$ cat config.mk
export PLATFORM = sky130hd
export DESIGN_NAME = stack_arbiter
export DESIGN_NICKNAME = d
export VERILOG_FILES = /design/src/rtl/stack_arbiter.sv
export SDC_FILE = /design/constraint.sdc
export NUM_CORES = 1
export LEC_CHECK = 0
export ABC_CLOCK_PERIOD_IN_PS = 1500
export CORE_MARGIN = 2
export CORE_UTILIZATION = 37
export DETAILED_ROUTE_END_ITERATION = 6
export PLACE_DENSITY = 0.87
export SETUP_SLACK_MARGIN = 0.02
export SYNTH_ARGS = -nofsm -noshare
export SYNTH_HDL_FRONTEND = slang
export SYNTH_SLANG_ARGS = --single-unit
export TNS_END_PERCENT = 30
$ cat constraint.sdc
create_clock -name clk -period 1.5 [get_ports clk]
set_clock_uncertainty 0.05 [all_clocks]
set_input_delay 0.45 -clock clk [delete_from_list [all_inputs] [get_ports clk]]
set_output_delay 0.45 -clock clk [all_outputs]
set_load 0.01 [all_outputs]
$ cat src/rtl/stack_arbiter.sv
// Two-client push/pop arbiter and sequencer for a LIFO stack.
// Define STACK_ARB_FIXED_PRIO_EN for fixed priority (client 0 first).
module stack_arbiter #(
  parameter int WIDTH = 8,
  parameter int DEPTH = 16,
  parameter int CW    = $clog2(DEPTH+1)
) (
  input  logic             clk,
  input  logic             reset,
  input  logic [1:0]       req,
  input  logic [1:0]       op,
  input  logic [WIDTH-1:0] wdata0,
  input  logic [WIDTH-1:0] wdata1,
  output logic [1:0]       done,
  output logic             err,
  output logic [WIDTH-1:0] rdata,
  output logic             stk_push,
  output logic             stk_pop,
  output logic [WIDTH-1:0] stk_wdata,
  input  logic [WIDTH-1:0] stk_rdata,
  output logic [CW-1:0]    count,
  output logic             full,
  output logic             empty
);

  typedef enum logic [1:0] {
    IDLE  = 2'd0,
    ISSUE = 2'd1,
    DONE  = 2'd2
  } state_t;

  localparam logic [CW-1:0] FULL_C = CW'(DEPTH);

  state_t           state_q, state_d;
  logic             gnt_q, gnt_d;
  logic             op_q, op_d;
  logic             ill_q, ill_d;
  logic [WIDTH-1:0] wdata_q, wdata_d;
  logic [WIDTH-1:0] rdata_q, rdata_d;
  logic [CW-1:0]    count_q, count_d;
  logic             win;

`ifdef STACK_ARB_FIXED_PRIO_EN
  always_comb begin
    win = ~req[0];
  end
`else
  logic ptr_q, ptr_d;

  always_comb begin
    win = (req == 2'b11) ? ptr_q : req[1];
    ptr_d = ptr_q;
    if (state_q == IDLE && |req) begin
      ptr_d = ~win;
    end
  end

  always_ff @(posedge clk or negedge reset) begin
    if (!reset) begin
      ptr_q <= 1'b0;
    end else begin
      ptr_q <= ptr_d;
    end
  end
`endif

  always_comb begin
    state_d = state_q;
    gnt_d   = gnt_q;
    op_d    = op_q;
    ill_d   = ill_q;
    wdata_d = wdata_q;
    rdata_d = rdata_q;
    count_d = count_q;
    unique case (state_q)
      IDLE: begin
        if (|req) begin
          gnt_d   = win;
          op_d    = op[win];
          wdata_d = win ? wdata1 : wdata0;
          ill_d   = op[win] ? full : empty;
          state_d = ISSUE;
        end
      end
      ISSUE: begin
        if (!ill_q) begin
          if (op_q) begin
            count_d = count_q + CW'(1);
          end else begin
            count_d = count_q - CW'(1);
            rdata_d = stk_rdata;
          end
        end
        state_d = DONE;
      end
      DONE: begin
        state_d = IDLE;
      end
      default: begin
        state_d = IDLE;
      end
    endcase
  end

  always_ff @(posedge clk or negedge reset) begin
    if (!reset) begin
      state_q <= IDLE;
      gnt_q   <= 1'b0;
      op_q    <= 1'b0;
      ill_q   <= 1'b0;
      wdata_q <= '0;
      rdata_q <= '0;
      count_q <= '0;
    end else begin
      state_q <= state_d;
      gnt_q   <= gnt_d;
      op_q    <= op_d;
      ill_q   <= ill_d;
      wdata_q <= wdata_d;
      rdata_q <= rdata_d;
      count_q <= count_d;
    end
  end

  // Strobes and done are decoded from registered state only.
  always_comb begin
    stk_push  = (state_q == ISSUE) & op_q & ~ill_q;
    stk_pop   = (state_q == ISSUE) & ~op_q & ~ill_q;
    stk_wdata = wdata_q;
    done[0]   = (state_q == DONE) & ~gnt_q;
    done[1]   = (state_q == DONE) & gnt_q;
    err       = (state_q == DONE) & ill_q;
    rdata     = rdata_q;
    count     = count_q;
    full      = (count_q == FULL_C);
    empty     = (count_q == '0);
  end

endmodule

# Word level (Yosys, flattened, before mapping)
# Index checks and enable logic that the tools add are counted.
[word_totals]
regBits = 27
output_inout_bits = 28
[op_classes]
addsub = 2
order_cmp = 1
n_eq_ne = 5
muxes = 8
n_bitwise = 11
reduce_logical = 7
[ops]
columns = ["cell", "n"]
rows = [
  ["$mux W8", 1],
  ["$and A1 B1 Y1", 7],
  ["$add A5 B1 Y5 const B", 1],
  ["$eq A5 B5 Y1 const B", 1],
  ["$logic_not A5 Y1", 1],
  ["$mux W5", 1],
  ["$sub A5 B1 Y5 const B", 1],
  ["$eq A2 B2 Y1 const B", 2],
  ["$mux W1", 4],
  ["$not A1 Y1", 4],
  ["$pmux W2 S2", 1],
  ["$reduce_and A2 Y1", 2],
  ["$reduce_and A3 Y1", 1],
  ["$eq A2 B1 Y1 const B", 1],
  ["$logic_not A2 Y1", 1],
  ["$lt A1 B2 Y1 const B", 1],
  ["$mux W2", 1],
  ["$ne A2 B1 Y1 const B", 1],
  ["$reduce_or A2 Y1", 1],
  ["$logic_and A1 B1 Y1", 1],
]

# Longest topological paths before layout
# Gate-level depths: netlist of the first run.
[logic_depth]
depth_word = 5
ltp_mapped = 6

# Least setup slack after synthesis of the first run
# No wires, ideal clock.
[synth_timing]
path_kind = "register to register"
startpoint = "register count_q[0], in the netlist count[0]"
endpoint = "register count_q[4], in the netlist count[4]"
setup_time_ns = 0.080
arrival_ns = 1.601
required_time_ns = 1.370
slack_ns = -0.231
stages_incl_launch_ff = 7
synth_period_minus_slack_ns = 1.731
cell_sequence = "dfrtp_1 > inv_1 > fa_1 > nand2b_1 > a21oi_1 > mux2i_1 > xnor2_1"
[synth_via]
elab_chain_cells = 2
elab_cells_between_ends = 3
cone_classes = "add/sub (2); mux (1)"
[synth_rtl]
columns = ["item", "line_no", "text"]
rows = [
  ["start, declared", "40", "logic [CW-1:0] count_q, count_d;"],
  ["start signal, assigned", "121", "count_q <= count_d;"],
  ["$sub A5 B1 Y5 / $add A5 B1 Y5 (equally long branches)", "90, 88", ""],
  ["$mux W5 (*)", "87", "if (op_q) begin"],
]
# Every way passes the cells marked *; elsewhere a longest branch is shown, timed or not.
# A chain may end at the register's enable or synchronous reset.

# Final worst setup path of the first run
[layout_timing]
startpoint = "register count_q[0], in the netlist count[0]"
endpoint = "output empty"
[layout_via]
elab_chain_cells = 1
[layout_rtl]
columns = ["item", "line_no", "text"]
rows = [
  ["$logic_not A5 Y1", "136", "empty = (count_q == '0);"],
  ["end, declared", "23", "output logic empty"],
]
# No other way between the ends.

==> flow_summary.json, run 1 <==
{
  "status": "finished with violations",
  "arrival_ns": 1.54,
  "io_buffers": 57,
  "p_total_uw": 5360,
  "grt_max_degree": 28,
  "hold_violations": 0,
  "wl_per_cell_um": 16.7,
  "gr-total-overflow": 0,
  "dp_slack_ns": -0.592,
  "clock_sinks": 27,
  "yosysWarnings": 0,
  "dp.final_hpwl_mm": 2.90,
  "tightest_slew_ns": 0.434,
  "slew_violations": 0,
  "rsz0062_at_grt": "yes",
  "crit_type": "reg2out",
  "antenna_found_initial": 0,
  "cts_buffer_depth": 2,
  "syn_nets": 145,
  "synth_seq_cells": 27,
  "final-setup-viol-count": 24,
  "worstPathRequired_ns": 1.00,
  "timing.max_cap.violations": 0,
  "setup_tns_ns": -4.66,
  "num_vias": 1273,
  "clk_latency_ns": 0.33,
  "synth-edff-count": 0,
  "final_area_um2": 2350,
  "violations": "setup timing",
  "start_util_pct": 38.7,
  "min_path_type": "in2async",
  "cts_tree": "yes",
  "root_buffer": "clkbuf_4",
  "crit_path_end_kind": "output pin",
  "timing.fmax_ghz": 0.490,
  "async_reset_ff_share_pct": 100,
  "fin_crit_sh_pct": 136,
  "drive_above_1_share_pct": 49.8,
  "first_iter_violations": 44,
  "via_per_inst": 5.03,
  "synth_cell_types": 33,
  "ys.flop_type": "dfrtp_1",
  "ctsHoldBuffers": 0,
  "power_density_nw_per_um2": 2280,
  "drt_wl_total_mm": 4.22,
  "start_kind": "register",
  "h-tree-depth": 1,
  "vdd_drop_max_v": 0.00113,
  "rows": 21,
  "cts_buffers": 3,
  "nets": 242,
  "die-area_um2": 4000,
  "grt_pass1_wl_mm": 6.64,
  "post-route-drc-count": 0,
  "grt_pass1_vias": 1471,
  "grtUsageTotal_pct": 21.6,
  "startpoint": "count[0]$_DFFE_PN0P_",
  "syn-cell-area_um2": 1300,
  "postSynthAreaPerCell_um2": 11.7,
  "ys_seq_area_share_pct": 52.0,
  "antenna_left": 0,
  "ios": 58,
  "die_y_um": 63.3,
  "power.leakage_uw": 0.00112,
  "setup_slack_ns": -0.541,
  "fp.dieW_um": 63.3,
  "syn2layout_area_growth_pct": 80.8,
  "clk_pin_slew_ns": 0.15,
  "rr_startpoint": "count[0]$_DFFE_PN0P_",
  "gp_congestion": 0.753,
  "critPathMaxFanout": 2,
  "post-route-min-period_ns": 2.04,
  "first_pass_iters": 5,
  "antenna_cells": 0,
  "coreArea_um2": 3360,
  "dpl_cell_area_um2": 2140,
  "relSlewSlack_pct": 71.0,
  "netlist_instances": 111
}
## worst paths after layout
kind | to | cells past startpoint | slack, ns
hold / removal | stk_wdata[0]$_DFFE_PN0P_ | 2 | 0.40
setup reg to reg | count[4]$_DFFE_PN0P_ | 9 | -0.36
hold reg to reg | rdata[6]$_DFFE_PN0P_ | 1 | 0.48
max in group asynchronous | count[1]$_DFFE_PN0P_ | 2 | 0.84
setup / recovery | empty | 3 | -0.54
min in group clk | rdata[6]$_DFFE_PN0P_ | 1 | 0.48
## power breakdown
group          leakage [µW]  switching, µW  total [µW]  internal, µW
registers          0.000327            240        1340          1100
clock network     0.0000139            230         333           102
logic              0.000782           1590        3680          2090
total               0.00112           2060        5360          3290
## placed cells by master (no fill, tap or decap), types with 2 or more instances in the layout
cell	n
ha_1	3
xnor2_1	2
mux2_4	8
o21ai_2	2
o21ai_0	2
clkdlybuf4s50_1	27
inv_2	2
nor2b_1	2
nor3b_2	2
xor2_1	2
nor2_4	3
nor2_1	3
dfrtp_1	25
nand2b_4	2
a21oi_2	2
buf_6	21
clkbuf_4	3
o21ai_1	2
a21o_1	3
dfrtp_2	2
buf_2	19
a221o_1	8
buf_4	24
and2_1	8
nand2_1	5
inv_1	5
dlygate4sd2_1	2
## cell usage after synthesis (all sizes together), types with 2 or more instances
cell	number	area (µm²)
and2	9	56.3
clkbuf	2	7.51
a21o	3	22.5
xor2	2	17.5
nand2b	2	12.5
dfrtp	27	676
nor2b	2	12.5
mux2	8	90.1
inv	7	26.3
a221o	8	80.1
o21ai	6	30.0
nor3b	2	15.0
a21oi	2	10.0
nor2	7	42.5
nand2	5	18.8
ha	3	37.5
xnor2	2	17.5
## kinds of logic after synthesis
kind of cell    synth area share, %
mux                            7.70
xor+xnor                       2.70
fa+ha+maj                      4.43
flops                          52.0
buf+inv                        3.47
simple gates                   16.9
compound gates                 12.8
## worst max-delay path: stages, from the launching register on
cell and delay (ns):
dfrtp_2 0.44, or4_4 0.56, nor2_4 0.10, buf_6 0.10
## per-layer routing
layer | GRT usage (%) | vias up | share of wire, %
li1 | - | 590 | -
met1 | 23.0 | 621 | 36
met2 | 40.7 | 50 | 57
met3 | 2.86 | 12 | 4.2
met4 | 11.7 | 0 | 2.8
met5 | 0 | - | 0
## sequential cells by signal, summed over array words and instances, names as in the netlist
register / count
op_q: 1
rdata: 8
stk_wdata: 8
state_q: 2
ptr_q: 1
count: 5
ill_q: 1
gnt_q: 1
## repair_timing
action                                  in CTS  in global routing
setup buffers                                7                  8
endpoints found under the hold margin        0                  0
pin swaps                                   13                  9
endpoints found under the setup margin      51                 34
resized for setup                          156                 14
## metrics by stage
stage | cells | hold WS, ns | utilization, %
detailed placement | 237 | 0.450 | 63.8
global route | 253 | 0.386 | 69.9
CTS | 247 | 0.390 | 67.4
finish | 253 | 0.395 | 69.9
global placement | 237 | 0.439 | 63.8
floorplan | 111 | 0.104 | -
## cell type report
| type | instances | area (µm²) |
|---|---|---|
| Timing Repair Buffer | 95 | 835 |
| Clock inverter | 1 | 7.51 |
| Clock buffer | 3 | 22.5 |
| Inverter | 7 | 26.3 |
| Multi-Input combinational cell | 74 | 724 |
| Fill cell | 279 | 1010 |
| Tap cell | 46 | 57.6 |
| Sequential cell | 27 | 678 |
(Power assumes the default switching activity.)
==> run 2: changes to the inputs <==
ABC_AREA = 1   (was default)
REMOVE_ABC_BUFFERS = 1   (was default)
==> run 2 against run 1 <==
  * The flow still finishes with violations (setup timing)
  * Routed wire length shrank 17%
  * Largest power group unchanged
  * Critical path depth is 3 higher
  * Area after synthesis up 1.2%
  * Global-route usage shrank 3.1 points
  * Clock-buffer cell count did not move
==> flow_summary.json, run 2 <==
{
  "nets": 295,
  "fin_crit_sh_pct": 118,
  "status": "finished with violations",
  "power_density_nw_per_um2": 2110,
  "n_fill_cell": 329,
  "grt_pass1_vias": 1461,
  "grt_pass1_wl_mm": 6.02,
  "start_kind": "register",
  "synth_commonest_cells": "nand2_1 (74), dfrtp_1 (27), nand3_1 (17)",
  "cts_buffers": 3,
  "die-area_um2": 4050,
  "synth_most_common_cell": "nand2_1",
  "p_int_uw": 2720,
  "hold_violations": 0,
  "coreArea_um2": 3360,
  "stdcell_count": 306,
  "slew_violations": 0,
  "timing.fmax_ghz": 0.566,
  "num_vias": 1410,
  "first_iter_violations": 37,
  "clk_latency_ns": 0.34,
  "min_path_type": "in2async",
  "placedCellCount": 292,
  "antenna_found_initial": 0,
  "violations": "setup timing",
  "use_met2_pct": 34.2,
  "regArea_um2": 676,
  "grt_max_degree": 28,
  "start_util_pct": 39.1,
  "setup_tns_ns": -1.81,
  "switching_power_uw": 1980,
  "die_y_um": 63.6,
  "critPathMaxStageDelay_ns": 0.42,
  "slowest_stage": "dfrtp_1",
  "post-route-min-period_ns": 1.77,
  "setup_slack_ns": -0.268,
  "gr-total-overflow": 0,
  "power.leakage_uw": 0.00117,
  "final-setup-viol-count": 9,
  "ios": 58,
  "grtUsageTotal_pct": 18.5,
  "critPathBufInv": 3,
  "cts_buffer_depth": 2,
  "rsz0062_at_grt": "yes",
  "drive_above_1_share_pct": 36.5,
  "synth_cell_types": 22,
  "dp_slack_ns": -0.352,
  "worstPathRequired_ns": 1.00,
  "gp_congestion": 0.805,
  "synth-edff-count": 0,
  "cpLargestDelayFamily": "flip-flops",
  "yosysWarnings": 0,
  "fp.dieW_um": 63.6,
  "p_seq_share_pct": 27.5,
  "ys_seq_area_share_pct": 51.4,
  "pwr-share-comb_pct": 65.2,
  "drt_wl_total_mm": 3.52,
  "clockPowerShare_pct": 7.3,
  "netSwitchingFraction_pct": 42.1,
  "relSlewSlack_pct": 82.0,
  "async_reset_ff_share_pct": 100,
  "clk_pin_slew_ns": 0.16,
  "path_cells": "inv_2 > nand2_4 > nor2_4 > inv_2 > nor2_2 > buf_2",
  "h-tree-depth": 1,
  "synth.largest_area_cell": "dfrtp_1",
  "yosys-top-cells-area": "dfrtp_1 (51%), nand2_1 (21%), nand3_1 (6.5%)",
  "via_per_inst": 4.61,
  "cts_tree": "yes",
  "netlist_instances": 165,
  "final_util_pct": 66.1,
  "root_buffer": "clkbuf_4",
  "first_pass_iters": 4,
  "clock_sinks": 27,
  "io_buffers": 57,
  "multiInputGateArea_um2": 623,
  "syn2layout_area_growth_pct": 69.2,
  "arrival_ns": 1.27,
  "wl_per_cell_um": 11.5,
  "vdd_drop_max_v": 0.000858,
  "synth_seq_cells": 27,
  "ctsHoldBuffers": 0,
  "synth_top_area_share_pct": 51.4,
  "use_met3_pct": 3.21,
  "dp.final_hpwl_mm": 2.62,
  "antenna_cells": 0,
  "top_usage_layer": "met2",
  "rows": 21,
  "layout_commonest_cell": "nand2_1",
  "post-route-drc-count": 0,
  "timing.max_cap.violations": 0,
  "critPathMaxFanout": 3,
  "syn-cell-area_um2": 1320,
  "tightest_slew_ns": 0.270,
  "layout_common_cells": "nand2_1 (70), clkdlybuf4s50_1 (29), dfrtp_1 (27)",
  "ys.flop_type": "dfrtp_1",
  "crit_path_end_kind": "output pin",
  "postSynthAreaPerCell_um2": 7.97,
  "crit_type": "reg2out",
  "antenna_left": 0,
  "cpMostUsedCell": "inv_2",
  "use_met1_pct": 22.1
}
-- run 2: cell count changes after synthesis, moves of 3 or more --
cell     delta
and2_1      -9
nand2_1    +69
nor2_1      +4
a221o_1     -8
a21o_1      -3
o21ai_0     -4
nand3_1    +16
inv_1       +8
mux2_2      -8
-- run 2: timing repair --
item                                    CTS  global route
gates cloned                              0             0
endpoints found under the setup margin   30            35
gates resized for setup                 112            29
hold endpoints to repair                  0             0
pin swaps                                 6            14
buffers inserted                          7             5
-- run 2: power groups by stage --
stage / registers, µW / clock network, µW / logic [µW]
after global routing: 1340 / 364 / 3440
final: 1290 / 341 / 3070
after global placement: 1280 / 0 / 2720
after detailed placement: 1290 / 0 / 2830
after floorplan: 1460 / 0 / 1170
after CTS: 1290 / 340 / 2950
-- run 2: worst paths after layout --
check | from | end | slack (ns) | cells after the start
min | reset | stk_wdata[7]$_DFFE_PN0P_ | 0.39 | 2
min in group clk | rdata[1]$_DFFE_PN0P_ | rdata[1]$_DFFE_PN0P_ | 0.45 | 2
max | state_q[1]$_DFFE_PN0P_ | stk_push | -0.27 | 6
min reg2reg | rdata[1]$_DFFE_PN0P_ | rdata[1]$_DFFE_PN0P_ | 0.45 | 2
max reg2reg | op_q$_DFFE_PN0P_ | count[4]$_DFFE_PN0P_ | 0.01 | 10
max in group asynchronous | reset | stk_wdata[3]$_DFFE_PN0P_ | 0.85 | 2
-- run 2: area by class of cell --
cell class	count	share of cell area [%]
tap	46	2.59
multi-input combinational	120	28.0
timing repair buffer	92	34.8
sequential	27	30.4
clock inverter	1	0.337
clock buffer	3	1.01
inverter	17	2.92
-- run 2: routing by layer --
layer	vias to the layer above	routed length, µm
met2	46	1840
met5	-	0
met3	4	198
met1	660	1460
met4	0	29
li1	700	-
-- run 2: cells by family (layout without fill, tap and decap cells) --
logic type,after synthesis,count (layout),share of synthesized area [%]
AND/OR/NAND/NOR,107,107,33.8
flip-flops,27,27,51.4
buffers and inverters,18,113,5.52
AO/OA/AOI/OAI,7,7,3.61
adder cells (fa/ha/maj),4,4,4.38
XOR/XNOR,2,2,1.33
-- run 2: through the flow --
step                      power [µW]  cell area [µm²]  hold slack [ns]
after floorplan                 2630             1310            0.104
after global placement          4000             2140            0.411
after detailed placement        4120             2140            0.420
after CTS                       4590             2250            0.405
after global routing            5150             2220            0.413
final                           4700             2220            0.391
==> run 3: changes to the inputs <==
SLEW_MARGIN = 30   (was default)
==> results of run 3 <==
The final DEF is identical to that of run 2; final timing and power are the same.
